==> config.mk <==
export PLATFORM = sky130hd
export DESIGN_NAME = moda_collector
export DESIGN_NICKNAME = d
export VERILOG_FILES = /design/src/rtl/moda_collector.sv
export SDC_FILE = /design/constraint.sdc
export NUM_CORES = 1
export LEC_CHECK = 0
export ABC_AREA = 1
export BUFFER_PORTS_ARGS = -buffer_cell sky130_fd_sc_hd__buf_2
export CAP_MARGIN = 0
export CORE_ASPECT_RATIO = 1.5
export CORE_UTILIZATION = 55
export CTS_BUF_LIST = sky130_fd_sc_hd__clkbuf_4
export DETAILED_ROUTE_END_ITERATION = 6
export HOLD_SLACK_MARGIN = 0.1
export PLACE_DENSITY = 0.81
export SLEW_MARGIN = 20
export SYNTH_ARGS = -nofsm -noshare
export SYNTH_HDL_FRONTEND = slang
export SYNTH_SLANG_ARGS = --single-unit
==> constraint.sdc <==
create_clock -name clk -period 4.3 [get_ports clk]
set_input_delay 1.075 -clock clk [delete_from_list [all_inputs] [get_ports clk]]
set_output_delay 1.075 -clock clk [all_outputs]
set_load 0.1 [all_outputs]
==> src/rtl/moda_collector.sv <==
`default_nettype none
// ============================================================================
// moda_collector
//   Round-robin responder for NUM_SRC moda requesters. Each capture pushes a
//   {src,data} entry into a FIFO that drains over a valid/ready stream.
//   Optional capture counter: define MODA_COLLECTOR_STAT_EN.
// Revision: 1.0
// ============================================================================
module moda_collector #(
    parameter int NUM_SRC = 4,
    parameter int DEPTH   = 4,
    parameter int SRC_W   = 2
) (
    input  logic                   clk,
    input  logic                   rst_n,
    input  logic [NUM_SRC-1:0]     src_en,
    input  logic [NUM_SRC-1:0]     src_o1,
    input  logic [2*NUM_SRC-1:0]   src_o2,
    output logic [NUM_SRC-1:0]     src_i1,
    output logic [NUM_SRC-1:0]     src_i2,
    output logic                   out_valid,
    input  logic                   out_ready,
    output logic [SRC_W-1:0]       out_src,
    output logic [1:0]             out_data,
    output logic [15:0]            cap_cnt
);

    localparam int c_PTR_W = $clog2(DEPTH);
    localparam int c_CNT_W = $clog2(DEPTH) + 1;
    localparam int c_ENT_W = SRC_W + 2;
    localparam logic [c_CNT_W-1:0] c_DEPTH    = c_CNT_W'(DEPTH);
    localparam logic [SRC_W:0]     c_NUM      = (SRC_W + 1)'(NUM_SRC);
    localparam logic [NUM_SRC-1:0] c_ONE_HOT0 = NUM_SRC'(1);

    typedef enum logic [0:0] {
        S_IDLE = 1'b0,
        S_ACK  = 1'b1
    } state_t;

    state_t                r_state;
    logic [NUM_SRC-1:0]    r_src_i1;
    logic [NUM_SRC-1:0]    r_src_i2;
    logic [SRC_W-1:0]      r_rr;

    logic [c_ENT_W-1:0]    r_mem [DEPTH];
    logic [c_PTR_W-1:0]    r_wr;
    logic [c_PTR_W-1:0]    r_rd;
    logic [c_CNT_W-1:0]    r_count;
    logic                  r_out_valid;
    logic [SRC_W-1:0]      r_out_src;
    logic [1:0]            r_out_data;

    logic [NUM_SRC-1:0]    w_elig;
    logic                  w_full;
    logic                  w_gnt_found;
    logic [SRC_W-1:0]      w_gnt_idx;
    logic [SRC_W-1:0]      w_rr_next;
    logic                  w_push;
    logic                  w_pop;
    logic [c_ENT_W-1:0]    w_push_ent;
    logic [c_ENT_W-1:0]    w_head_ent;
    logic [c_CNT_W-1:0]    w_cnt_next;
    logic [c_PTR_W-1:0]    w_rd_next;
    logic [1:0]            w_payload [NUM_SRC];

    function automatic logic [SRC_W-1:0] f_wrap(input logic [SRC_W:0] v);
        f_wrap = (v >= c_NUM) ? SRC_W'(v - c_NUM) : SRC_W'(v);
    endfunction

    for (genvar g = 0; g < NUM_SRC; g++) begin : g_payload
        assign w_payload[g] = src_o2[2*g +: 2];
    end

    assign w_elig = src_o1 & r_src_i2 & ~r_src_i1;
    assign w_full = (r_count == c_DEPTH);

    // Scan from the highest offset down so the lowest offset from r_rr wins.
    always_comb begin
        w_gnt_found = 1'b0;
        w_gnt_idx   = '0;
        for (int k = NUM_SRC - 1; k >= 0; k--) begin
            if (w_elig[f_wrap({1'b0, r_rr} + (SRC_W + 1)'(k))]) begin
                w_gnt_found = 1'b1;
                w_gnt_idx   = f_wrap({1'b0, r_rr} + (SRC_W + 1)'(k));
            end
        end
    end

    assign w_rr_next  = f_wrap({1'b0, w_gnt_idx} + (SRC_W + 1)'(1));
    assign w_push     = (r_state == S_IDLE) && w_gnt_found && !w_full;
    assign w_pop      = r_out_valid && out_ready;
    assign w_push_ent = {w_gnt_idx, w_payload[w_gnt_idx]};

    assign w_cnt_next = r_count + c_CNT_W'(w_push) - c_CNT_W'(w_pop);
    assign w_rd_next  = r_rd + c_PTR_W'(w_pop);
    // When nothing older survives this edge, the new head is the entry being pushed.
    assign w_head_ent = ((r_count - c_CNT_W'(w_pop)) == '0) ? w_push_ent : r_mem[w_rd_next];

    always_ff @(posedge clk or negedge rst_n) begin
        if (!rst_n) begin
            r_state  <= S_IDLE;
            r_src_i1 <= '0;
            r_src_i2 <= '0;
            r_rr     <= '0;
        end else begin
            r_src_i2 <= src_en & ~{NUM_SRC{w_full}};
            case (r_state)
                S_IDLE: begin
                    if (w_push) begin
                        r_src_i1 <= c_ONE_HOT0 << w_gnt_idx;
                        r_rr     <= w_rr_next;
                        r_state  <= S_ACK;
                    end else begin
                        r_src_i1 <= '0;
                    end
                end
                S_ACK: begin
                    r_src_i1 <= '0;
                    r_state  <= S_IDLE;
                end
                default: begin
                    r_src_i1 <= '0;
                    r_state  <= S_IDLE;
                end
            endcase
        end
    end

    always_ff @(posedge clk) begin
        if (w_push) begin
            r_mem[r_wr] <= w_push_ent;
        end
    end

    always_ff @(posedge clk or negedge rst_n) begin
        if (!rst_n) begin
            r_wr        <= '0;
            r_rd        <= '0;
            r_count     <= '0;
            r_out_valid <= 1'b0;
            r_out_src   <= '0;
            r_out_data  <= '0;
        end else begin
            r_wr        <= r_wr + c_PTR_W'(w_push);
            r_rd        <= w_rd_next;
            r_count     <= w_cnt_next;
            r_out_valid <= (w_cnt_next != '0);
            if (w_cnt_next != '0) begin
                {r_out_src, r_out_data} <= w_head_ent;
            end
        end
    end

`ifdef MODA_COLLECTOR_STAT_EN
    logic [15:0] r_cap_cnt;

    always_ff @(posedge clk or negedge rst_n) begin
        if (!rst_n) begin
            r_cap_cnt <= '0;
        end else if (w_push && (r_cap_cnt != 16'hFFFF)) begin
            r_cap_cnt <= r_cap_cnt + 16'd1;
        end
    end

    assign cap_cnt = r_cap_cnt;
`else
    assign cap_cnt = 16'h0000;
`endif

    assign src_i1    = r_src_i1;
    assign src_i2    = r_src_i2;
    assign out_valid = r_out_valid;
    assign out_src   = r_out_src;
    assign out_data  = r_out_data;

endmodule
`default_nettype wire
# Word-level counts from Yosys, hierarchy flattened
# Memories as Yosys holds them, arrays and structs flattened.
# Cells that the tools add are included.
# op_classes
mux	30
n_eq_ne	1
shifts	1
magnitude_cmp	10
add_sub_neg	14
reduce_logical	7
bitwise_logic	7
# op_table
operator	n
2-to-1 mux 2 bit	11
>= comparator 3 bit (second input constant)	5
bitwise AND 4 bit	3
less-than comparator 2 x 3 -> 1 bit (second input constant)	4
2-to-1 mux 1 bit	10
subtractor 2 x 1 -> 2 bit (second input constant)	5
binary-select mux 1 bit (select 2 bit)	4
2-to-1 mux 4 bit	2
NOT 4 bit	2
case mux 4 bit (2 select lines)	1
adder 2 x 1 -> 3 bit (second input constant)	2
adder 2 x 2 -> 3 bit (second input constant)	2
subtractor 3 x 1 -> 3 bit	2
adder 2 x 1 -> 2 bit	2
binary-select mux 2 bit (select 2 bit)	1
<< shifter 1 x 2 -> 4 bit (first input constant)	1
adder 3 x 1 -> 3 bit	1
equality test 3 bit (second input constant)	1
>= comparator 2 x 3 -> 1 bit (second input constant)	1
logical AND 1 bit	3
zero test 3 bit	1
NOT 2 -> 3 bit	1
nonzero test 3 bit	1
case mux 1 bit (2 select lines)	1
other kinds (3)	3
# totals
ff_bits	23
ram_bits	16
out_inout_bits	29
in_bits	19
mem_count	1
# mem_list
name	depth	word_bits	read_ports	rd_ports_with_merged_regs	wr	line_no	rtl
r_mem	4	4	1	0	1	45	logic [c_ENT_W-1:0] r_mem [DEPTH];

# Logic depth before layout (Yosys ltp)
# depth
depth_word	14
mapped_depth	20

# Worst setup path before layout
# OpenSTA, ideal clock, no wires.
# synth_path
path_type	input-to-reg
start	in src_o1[1]
end	reg r_out_data[0] (netlist: out_data[0])
path_slack_ns	0.684
stages	19
t_arrival_ns	3.538
path_buffers	2
cell_sequence	nand2_1 nor2_1 nand2_1 nand2_1 nand2_2 nand3_1 or2_1 nand3_1 buf_4 ha_1 inv_1 ha_1 fa_1 xnor2_1 or3_1 buf_2 o31ai_1 inv_1 a21oi_1
# synth_between
elab_chain_len	13
elab_cells_between_ends	28
cone_classes	2 x add/sub; 20 x mux; 3 x bitwise; 3 x reduce/logical
# synth_lines
element	line_no	rtl
from (decl)	17	input logic [NUM_SRC-1:0] src_o1,
bitwise AND 4 bit (*) (2 in series)	74	assign w_elig = src_o1 & r_src_i2 & ~r_src_i1;
binary-select mux 1 bit (select 2 bit)	82	if (w_elig[f_wrap({1'b0, r_rr} + (SRC_W + 1)'(k))]) begin
2-to-1 mux 1 bit (implied by the code)	82	
2-to-1 mux 1 bit (3 in series)	82	
2-to-1 mux 1 bit (*)	82	
logical AND 1 bit (*) (2 in series)	90	assign w_push = (r_state == S_IDLE) && w_gnt_found && !w_full;
adder 3 x 1 -> 3 bit (*)	94	assign w_cnt_next = r_count + c_CNT_W'(w_push) - c_CNT_W'(w_pop);
subtractor 3 x 1 -> 3 bit (*)	94	
named net w_cnt_next[2]	62	logic [c_CNT_W-1:0] w_cnt_next;
nonzero test 3 bit (*)	148	if (w_cnt_next != '0) begin
to (signal assigned)	149	{r_out_src, r_out_data} <= w_head_ent;
to (decl)	51	logic [1:0] r_out_data;
# Mark *: on every way through the listed nets, which the timed path passes. The rest lies on a longest branch. The select of a mux whose other input is x is not followed.
# A chain may end at the register's enable or synchronous reset.

# Worst setup path in the final report
# layout_path
start	in src_o1[3]
end	reg r_out_data[0] (netlist: out_data[0])
# The elaborated chain is that of the path after synthesis.

==> impl_metrics.yaml <==
finish:
  fillerInstances: 324
  antenna_cells: 0
  drive_above_1_share_pct: 19.0
  fin_nets: 302
  fin_cells: 317
  area_growth_pct: 9.69
detailed_routing:
  route.met3.wl_um: 142
  vias: 1575
  route.met2.wl_mm: 2.24
  wl_per_cell_um: 12.7
  viasPerCell: 4.97
  first_pass_iters: 4
  drc: 0
  drtIter0Drc: 36
  postRouteAntennaNets: 0
  wl_met1_mm: 1.57
  highest_layer: "met4"
  wl_mm: 4.02
timing:
  hold_viol: 0
  fmax_ghz: 0.297
  setup_viol: 0
  setup_slack_ps: 932
  maxSlewViolCount: 0
  setup_tns_ps: 0
  fin_hold_ws_ps: 533
  finalCritPeriodShare_pct: 78.3
  min_period_ps: 3370
  rsz0062_at_grt: "false"
  fin_skew_ps: 17.0
  relSlewSlack_pct: 57.9
  worst_pin_slew_ps: 627
place:
  post-dp-hpwl_mm: 3.15
  dp.cells: 309
  place.gp.congestion: 0.882
  port_buffers: 31
  pre_cts_slack_ps: 552
floorplanning:
  fp-row-count: 27
  die-height_um: 78.2
  die-area_um2: 4130
  pin_count: 48
  core_area_um2: 3680
  initial_core_util_pct: 57.8
  die_w_um: 52.8
worst_setup_path:
  worst_r2r_path_depth: 15
  critPathKind: "in -> reg"
  critPathLaunchType: "input pin"
  end_kind: "register"
  crit_fanout: 9
  critical_path_arrival_ps: 3670
  crit_required_ps: 4600
yosys:
  avgSynthCellArea_um2: 8.91
  synth-seq-area-share_pct: 49.6
  yosysUniqueCellTypes: 34
  synth_ff_type: "dfrtp_1"
  synth_edf_count: 16
  netlist_area_um2: 2130
  synthCells: 239
  yosysTopAreaCell: "dfrtp_1"
  synth_top_area_share_pct: 27.0
  synth_area_leaders: "dfrtp_1 (27%), edfxtp_1 (23%), nand2_1 (8.8%)"
  ys_warn_count: 0
  ys_seq_elements: 39
  async_flop_share_pct: 59.0
global_route:
  grtUsageTotal_pct: 22.2
  grt_pass1_vias: 1455
  antenna_found_initial: 0
  overflow: 0
  grt_max_degree: 24
  grt_pass1_wl_mm: 6.49
min_path:
  holdPathStages: 2
  hold_class: "reg -> reg"
clock_tree:
  cts_buffers: 5
  hold_buffers: 0
  tritoncts: "built"
  post_cts_buffers: 0
  cts_max_level: 2
  clk_latency_ps: 360
  cts_resized: 0
  clkSlewWorstSetupHoldPaths_ps: 130
  cts_root_buf: "clkbuf_4"
  cts_buffer_depth: 2
  clock-sinks: 39
flow_run:
  maxCapViolCount: 0
run_status:
  status: "completed"
==> layout by cell type (no fill, tap or decap), types with 3 or more instances in the layout <==
cell and n:
nand2_1 50, inv_1 31, buf_2 31, nand3_1 25, dfrtp_1 23, nor2_1 19
conb_1 16, edfxtp_1 16, ha_1 9, nand2_2 6, a21oi_1 6, clkbuf_4 5
nor3_1 4, o21ai_1 3, o21ai_0 3
==> layer usage <==
metal	GRT usage, %	vias up
met5	0	-
met4	7.89	0
met3	4.07	5
met2	41.0	45
met1	24.1	723
li1	-	802
==> synth_stat cells, drive strengths merged, types with 2 or more instances <==
cell	n
a21oi	6
o31ai	2
edfxtp	16
a31oi	2
dfrtp	23
nand2	57
nor3	4
nor2	19
nand4	2
and2	2
ha	9
inv	33
nand3	27
buf	19
xnor2	3
o21ai	6
==> cells by family after synthesis <==
family	synth area share [%]
AND/OR/NAND/NOR	24.3
XOR/XNOR	2.00
AO/OA/AOI/OAI	4.46
other	0.176
adder cells (fa/ha/maj)	6.23
buffers and inverters	13.3
flip-flops	49.6
==> sequential cells by signal (all words and copies together), names as in the netlist, 2 cells and up <==
register,cells
r_count,3
r_rr,2
out_src,2
r_mem,16
out_data,2
r_wr,2
src_i1,4
r_rd,2
src_i2,4
==> critical path, stage by stage <==
cell and delay (ps):
buf_2 100, nand3_1 90, nand2_1 70, nand2_1 110, nand2_1 110, or2_1 240, nand3_1 90, ha_1 230
inv_1 60, ha_1 170, fa_1 430, or3_1 520, o31ai_1 140, inv_1 80, a21oi_1 140
==> path summary, 6_finish.rpt <==
kind / startpoint / slack (ps) / to
worst min-delay path: out_data[1] / 530 / out_data[1]
worst min register to register: out_data[1] / 530 / out_data[1]
worst max register to register: r_rr[0] / 1140 / out_data[0]
max in group asynchronous: rst_n / 3250 / r_wr[0]
min in group asynchronous: rst_n / 680 / out_data[0]
worst max-delay path: src_o1[3] / 930 / out_data[0]
==> through the flow <==
stage	instance area, µm²	utilization, %
3_3_place_gp	2250	61.2
4_1_cts	2340	63.4
3_5_place_dp	2250	61.2
5_1_grt	2340	63.4
6_report	2340	63.4
2_1_floorplan	2190	-
==> area by class of cell <==
cell class	instances	area, µm²	share of cell area [%]
clock buffers	5	37.5	1.61
repair buffers	32	163	6.96
inverters	34	135	5.78
well taps	43	53.8	2.30
clock inverters	3	43.8	1.87
flip-flops and latches	39	1060	45.2
multi-input cells	161	847	36.3
Power is not shown: default switching activity piles up to over one toggle a cycle in this logic, so the estimate is an artifact.
